`src/rtl/shared_bus_pkg.sv`:
```
// Shared widths, slave slot map and bus polarity constants for the shared_bus interconnect.
package shared_bus_pkg;
  localparam int WORD_ADDR_W   = 30;
  localparam int WORD_DATA_W   = 32;
  localparam int SLAVE_IDX_MSB = 29;
  localparam int SLAVE_IDX_LSB = 27;
  localparam int NUM_MASTERS   = 4;
  localparam int NUM_SLAVES    = 8;

  localparam int SLOT_ROM     = 0;
  localparam int SLOT_SCRATCH = 1;
  localparam int SLOT_TIMER   = 2;
  localparam int SLOT_UART    = 3;
  localparam int SLOT_GPIO    = 4;

  localparam logic ENABLE_  = 1'b0;
  localparam logic DISABLE_ = 1'b1;
  localparam logic READ     = 1'b1;
  localparam logic WRITE    = 1'b0;

  typedef logic [1:0] owner_t;
endpackage

```
`src/rtl/bus_arbiter.sv`:
```
// Registered round-robin owner select with combinational grant decode.
// Owner is held while it requests; handover happens on the edge its request drops.
module bus_arbiter
  import shared_bus_pkg::*;
(
  input  logic                   clk_i,
  input  logic                   rst_ni,
  input  logic [NUM_MASTERS-1:0] req_n_i,
  output logic [NUM_MASTERS-1:0] grnt_n_o,
  output owner_t                 owner_o
);
  owner_t owner_q, owner_d;
  owner_t cand;
  logic   found;

  always_ff @(posedge clk_i or negedge rst_ni) begin
    if (!rst_ni) owner_q <= '0;
    else         owner_q <= owner_d;
  end

  // Scan starts one past the owner so the last user gets lowest priority.
  always_comb begin
    owner_d = owner_q;
    cand    = owner_q;
    found   = 1'b0;
    if (req_n_i[owner_q] != ENABLE_) begin
      for (int i = 1; i < NUM_MASTERS; i++) begin
        cand = owner_q + owner_t'(i);
        if (!found && req_n_i[cand] == ENABLE_) begin
          owner_d = cand;
          found   = 1'b1;
        end
      end
    end
  end

  always_comb begin
    grnt_n_o          = {NUM_MASTERS{DISABLE_}};
    grnt_n_o[owner_q] = ENABLE_;
  end

  assign owner_o = owner_q;
endmodule

```
`src/rtl/shared_bus.sv`:
```
// Four-master, eight-slave shared bus: registered arbiter, combinational master mux,
// address decode and read-return mux; slave wait states pass straight through mRdy_.
module shared_bus
  import shared_bus_pkg::*;
(
  input  logic                   clk,
  input  logic                   reset_,
  input  logic                   m0Req_, m1Req_, m2Req_, m3Req_,
  output logic                   m0Grnt_, m1Grnt_, m2Grnt_, m3Grnt_,
  input  logic [WORD_ADDR_W-1:0] m0Addr, m1Addr, m2Addr, m3Addr,
  input  logic                   m0As_, m1As_, m2As_, m3As_,
  input  logic                   m0RW, m1RW, m2RW, m3RW,
  input  logic [WORD_DATA_W-1:0] m0Data, m1Data, m2Data, m3Data,
  output logic [WORD_ADDR_W-1:0] sAddr,
  output logic                   sAs_,
  output logic                   sRW,
  output logic [WORD_DATA_W-1:0] sData,
  output logic                   s0CS_, s1CS_, s2CS_, s3CS_, s4CS_, s5CS_, s6CS_, s7CS_,
  input  logic [WORD_DATA_W-1:0] s0RdData, s1RdData, s2RdData, s3RdData,
  input  logic [WORD_DATA_W-1:0] s4RdData, s5RdData, s6RdData, s7RdData,
  input  logic                   s0Rdy_, s1Rdy_, s2Rdy_, s3Rdy_, s4Rdy_, s5Rdy_, s6Rdy_, s7Rdy_,
  output logic [WORD_DATA_W-1:0] mRdData,
  output logic                   mRdy_
);
  logic [NUM_MASTERS-1:0] req_n, grnt_n;
  owner_t                 owner;
  logic [2:0]             slave_idx;
  logic [NUM_SLAVES-1:0]  cs_n, rdy_n;
  logic [WORD_DATA_W-1:0] rd_data [NUM_SLAVES];

  assign req_n = {m3Req_, m2Req_, m1Req_, m0Req_};

  bus_arbiter u_arbiter (
    .clk_i    (clk),
    .rst_ni   (reset_),
    .req_n_i  (req_n),
    .grnt_n_o (grnt_n),
    .owner_o  (owner)
  );

  assign {m3Grnt_, m2Grnt_, m1Grnt_, m0Grnt_} = grnt_n;

  always_comb begin
    sAddr = m0Addr;
    sAs_  = m0As_;
    sRW   = m0RW;
    sData = m0Data;
    case (owner)
      2'd1: begin sAddr = m1Addr; sAs_ = m1As_; sRW = m1RW; sData = m1Data; end
      2'd2: begin sAddr = m2Addr; sAs_ = m2As_; sRW = m2RW; sData = m2Data; end
      2'd3: begin sAddr = m3Addr; sAs_ = m3As_; sRW = m3RW; sData = m3Data; end
      default: ;
    endcase
  end

  // Decode ignores sAs_; each slave qualifies its own select with the strobe.
  assign slave_idx = sAddr[SLAVE_IDX_MSB:SLAVE_IDX_LSB];
  assign cs_n      = ~(NUM_SLAVES'(1) << slave_idx);
  assign {s7CS_, s6CS_, s5CS_, s4CS_, s3CS_, s2CS_, s1CS_, s0CS_} = cs_n;

  assign rd_data[0] = s0RdData;
  assign rd_data[1] = s1RdData;
  assign rd_data[2] = s2RdData;
  assign rd_data[3] = s3RdData;
  assign rd_data[4] = s4RdData;
  assign rd_data[5] = s5RdData;
  assign rd_data[6] = s6RdData;
  assign rd_data[7] = s7RdData;
  assign rdy_n = {s7Rdy_, s6Rdy_, s5Rdy_, s4Rdy_, s3Rdy_, s2Rdy_, s1Rdy_, s0Rdy_};

  always_comb begin
    mRdData = '0;
    mRdy_   = DISABLE_;
    for (int k = 0; k < NUM_SLAVES; k++) begin
      if (cs_n[k] == ENABLE_) begin
        mRdData = rd_data[k];
        mRdy_   = rdy_n[k];
      end
    end
  end
endmodule

```
`config.mk`:
```
export PLATFORM = sky130hd
export DESIGN_NAME = shared_bus
export DESIGN_NICKNAME = d
export VERILOG_FILES = /design/src/rtl/shared_bus_pkg.sv /design/src/rtl/bus_arbiter.sv /design/src/rtl/shared_bus.sv
export SDC_FILE = /design/constraint.sdc
export NUM_CORES = 1
export LEC_CHECK = 0
export ABC_AREA = 1
export CORE_AREA = 4 4 242 244
export CTS_CLUSTER_DIAMETER = 150
export CTS_CLUSTER_SIZE = 28
export DETAILED_ROUTE_END_ITERATION = 10
export DIE_AREA = 0 0 246 248
export PLACE_DENSITY = 0.42
export SLEW_MARGIN = 10
export SYNTH_ARGS = -nofsm -noshare
export SYNTH_HDL_FRONTEND = slang
export SYNTH_SLANG_ARGS = --single-unit
```
`constraint.sdc`:
```
create_clock -name clk -period 5.2 [get_ports clk]
set_input_delay 1.56 -clock clk [delete_from_list [all_inputs] [get_ports clk]]
set_output_delay 1.56 -clock clk [all_outputs]
set_load 0.03 [all_outputs]
```
==> results.sh <==
export IMPL_status="complete, no violations"
export IMPL_core_area_sq_um=56300
export IMPL_ir_worst_vdd_v=0.000468
export IMPL_cap_violations=0
export IMPL_min_path_cells=2
export IMPL_min_to="u_arbiter.owner_o[1]"
export IMPL_hp_start="u_arbiter.owner_o[1]"
export IMPL_startpoint_type="input pin"
export IMPL_finalHoldViolCount=0
export IMPL_syn_to_final_growth_pct=182
export IMPL_finClkSkew_ps=2.49
export IMPL_final_common_cell="clkdlybuf4s50_1"
export IMPL_grt_pass1_vias=9203
export IMPL_r2r_start="u_arbiter.owner_o[0]"
export IMPL_slew_violations=0
export IMPL_grt_pass1_wl_um=58900
export IMPL_ios=635
export IMPL_layout_drive_gt1_share_pct=10.1
export IMPL_die_width_um=246
export IMPL_fillers=6383
export IMPL_relSlewSlack_pct=48.2
export IMPL_antenna_found_initial=5
export IMPL_r2r_cells=9
export IMPL_clock_fmax_ghz=0.195
export IMPL_path_max_fanout=38
export IMPL_io_buffers=634
export IMPL_final_nets=2035
export IMPL_cp_slowest_cell="clkdlybuf4s50_1"
export IMPL_vias_per_cell=3.94
export IMPL_regArea_sq_um=50.0
export IMPL_clock_path_buffers=2
export IMPL_synth_nets=1408
export IMPL_vias=8903
export IMPL_multi_input_area_sq_um=3760
export IMPL_largest_reg_flops=2
export IMPL_setup_viol=0
export IMPL_crit_required_ps=3640
export IMPL_synth_seq_area_share_pct=1.14
export IMPL_ys_ff_latch=2
export IMPL_cp_num_buf_inv=5
export IMPL_cts_tree="done"
export IMPL_cellLeakagePower_nw=4.71
export IMPL_finalCriticalPeriod_ps=5120
export IMPL_final_util_pct=21.9
export IMPL_regToRegEndpoint="u_arbiter.owner_o[1]"
export IMPL_route_detailed_drc=0
export IMPL_rows=87
export IMPL_cts_buffers=3
export IMPL_drtIter0Drc=306
export IMPL_wl_per_cell_um=19.4
export IMPL_syn_inst=877
export IMPL_antenna_left=0
export IMPL_arrival_ps=3560
export IMPL_hold_class="flop to flop"
export IMPL_critical_path_class="input pin to output port"
export IMPL_grt_overflow=0
export IMPL_clock_latency_ps=220
export IMPL_hold_buffers=0
export IMPL_tightest_slew_ps=776
export IMPL_grt_max_degree=62
export IMPL_dp_hpwl_um=36900
export IMPL_gp_congestion=0.921
export IMPL_wirelength_um=43900
export IMPL_cts_sinks=2
export IMPL_synth_distinct_cells=30
export IMPL_firstDrtPassIters=5
export IMPL_power_total_mw=9.41
export IMPL_powerDensity_nw_per_um2=763
export IMPL_cts_reportedPaths_clkPinSlew_ps=30
export IMPL_r2r_setup_slack_ps=3150
export IMPL_syn_avg_cell_area_sq_um=4.99
export IMPL_finalCritPeriodShare_pct=98.5
export IMPL_die_h_um=248
export IMPL_critical_path_top_delay_family="buffers and inverters"
export IMPL_synth_area_sq_um=4380
export IMPL_yosys_warnings=0
export IMPL_root_buffer="clkbuf_16"
export IMPL_grt_usage_pct=12.7
export IMPL_htree_levels=1
export IMPL_start_util_pct=7.78
export IMPL_critPathCaptureType="output port"
export IMPL_layout_common_cells="clkdlybuf4s50_1, nand2_1, nand4_1"
export IMPL_cp_cell_sequence="clkdlybuf4s50_1 -> nand2_1 -> nand2_2 -> o21ai_4 -> buf_12 -> buf_16 -> buf_4 -> nand4_1 -> nand3_1 -> o21bai_1 -> nand4_1 -> buf_4"
export IMPL_slowest_delay_ps=400
export IMPL_dieArea_sq_um=61000
[cells by family (layout without fill, tap and decap cells)]
family | count (synthesis) | count (layout) | synth area share [%]
AOI/OAI and AO/OA | 199 | 199 | 26.6
DFF | 2 | 2 | 1.14
buffers and inverters | 141 | 766 | 14.8
xor gates and xnor gates | 1 | 1 | 0.200
adders and majority gates | 5 | 5 | 1.43
and+or+nand+nor | 528 | 528 | 55.6
muxes | 1 | 1 | 0.229
other | 0 | 1 | 0
[synth_stat cells, drive strengths merged]
cell    number  area share (%)
xor2         1            0.20
buf         49             6.8
nand4      132              19
nand2      250              21
ha           5             1.4
mux2i        1            0.23
a31oi       61             8.7
a21oi       63             7.2
clkbuf      38             3.3
dfrtp        2             1.1
o21ai       42             5.1
inv         54             4.7
nand3       38             4.6
nor3         4             1.2
nor2       102             9.1
or2          2            0.29
o21bai      33             5.7
[worst register-to-register path, cell delays in order, from the launching register on]
cell	delay, ps
dfrtp_1	470
inv_1	190
ha_1	390
inv_1	110
mux2i_1	270
inv_1	70
nand2_1	100
o21ai_0	70
o21ai_0	150
o21ai_0	110
[through the flow]
step	std cells	TNS, ps	setup slack (ps)	hold slack (ps)	instance area [sq um]
after floorplan	877	0	519	661	4380
after detailed placement	2240	-616	-130	770	11800
final	2259	0	80.2	765	12300
after global routing	2259	-35.5	-13.3	841	12300
after global placement	2240	-1360	-127	764	11800
after CTS	2243	-10.2	-7.58	775	11900
[worst max path at each step]
stage          startpoint          end  slack [ps]  cells after the start
2_1_floorplan  m1Addr[29]  mRdData[23]         520                     10
3_3_place_gp   m1Addr[27]  mRdData[10]        -130                     11
3_5_place_dp   m1Addr[28]   mRdData[0]        -130                     14
4_1_cts        m1Addr[28]   mRdData[0]          -8                     13
5_1_grt        m1Addr[29]  mRdData[10]         -10                     12
6_report       m1Addr[29]  mRdData[26]          80                     12
[routing by layer]
metal	wire, um	global-route usage [%]	vias to the layer above	part of all wire [%]
met3	3490	3.24	46	8.0
met1	17300	14.5	4065	39
met4	1240	3.47	2	2.8
met5	12	0	-	0.027
met2	21900	23.6	457	50
li1	-	-	4333	-
[cell type report]
type,instances,area share [%]
Antenna cell,1,0.0203
Sequential cell,2,0.406
Clock buffer,3,0.609
Inverter,54,1.77
Tap cell,756,7.67
Timing Repair Buffer,709,59.0
Multi-Input combinational cell,734,30.5
[power breakdown]
group / internal [mW] / leakage, nW / switching (mW)
Sequential: 0.0252 / 0.0238 / 0.0168
Clock: 0.0980 / 0.0370 / 0.0198
Combinational: 3.71 / 4.65 / 5.54
Total: 3.83 / 4.71 / 5.58
[timing repair]
action / 4_1_cts / 5_1_grt
endpoints found under the setup margin: 21 / 35
gates resized for setup: 8 / 51
buffers inserted: 1 / 10
pin swaps: 2 / 24
cloned: 0 / 5
Power figures use the tool's default switching activity.
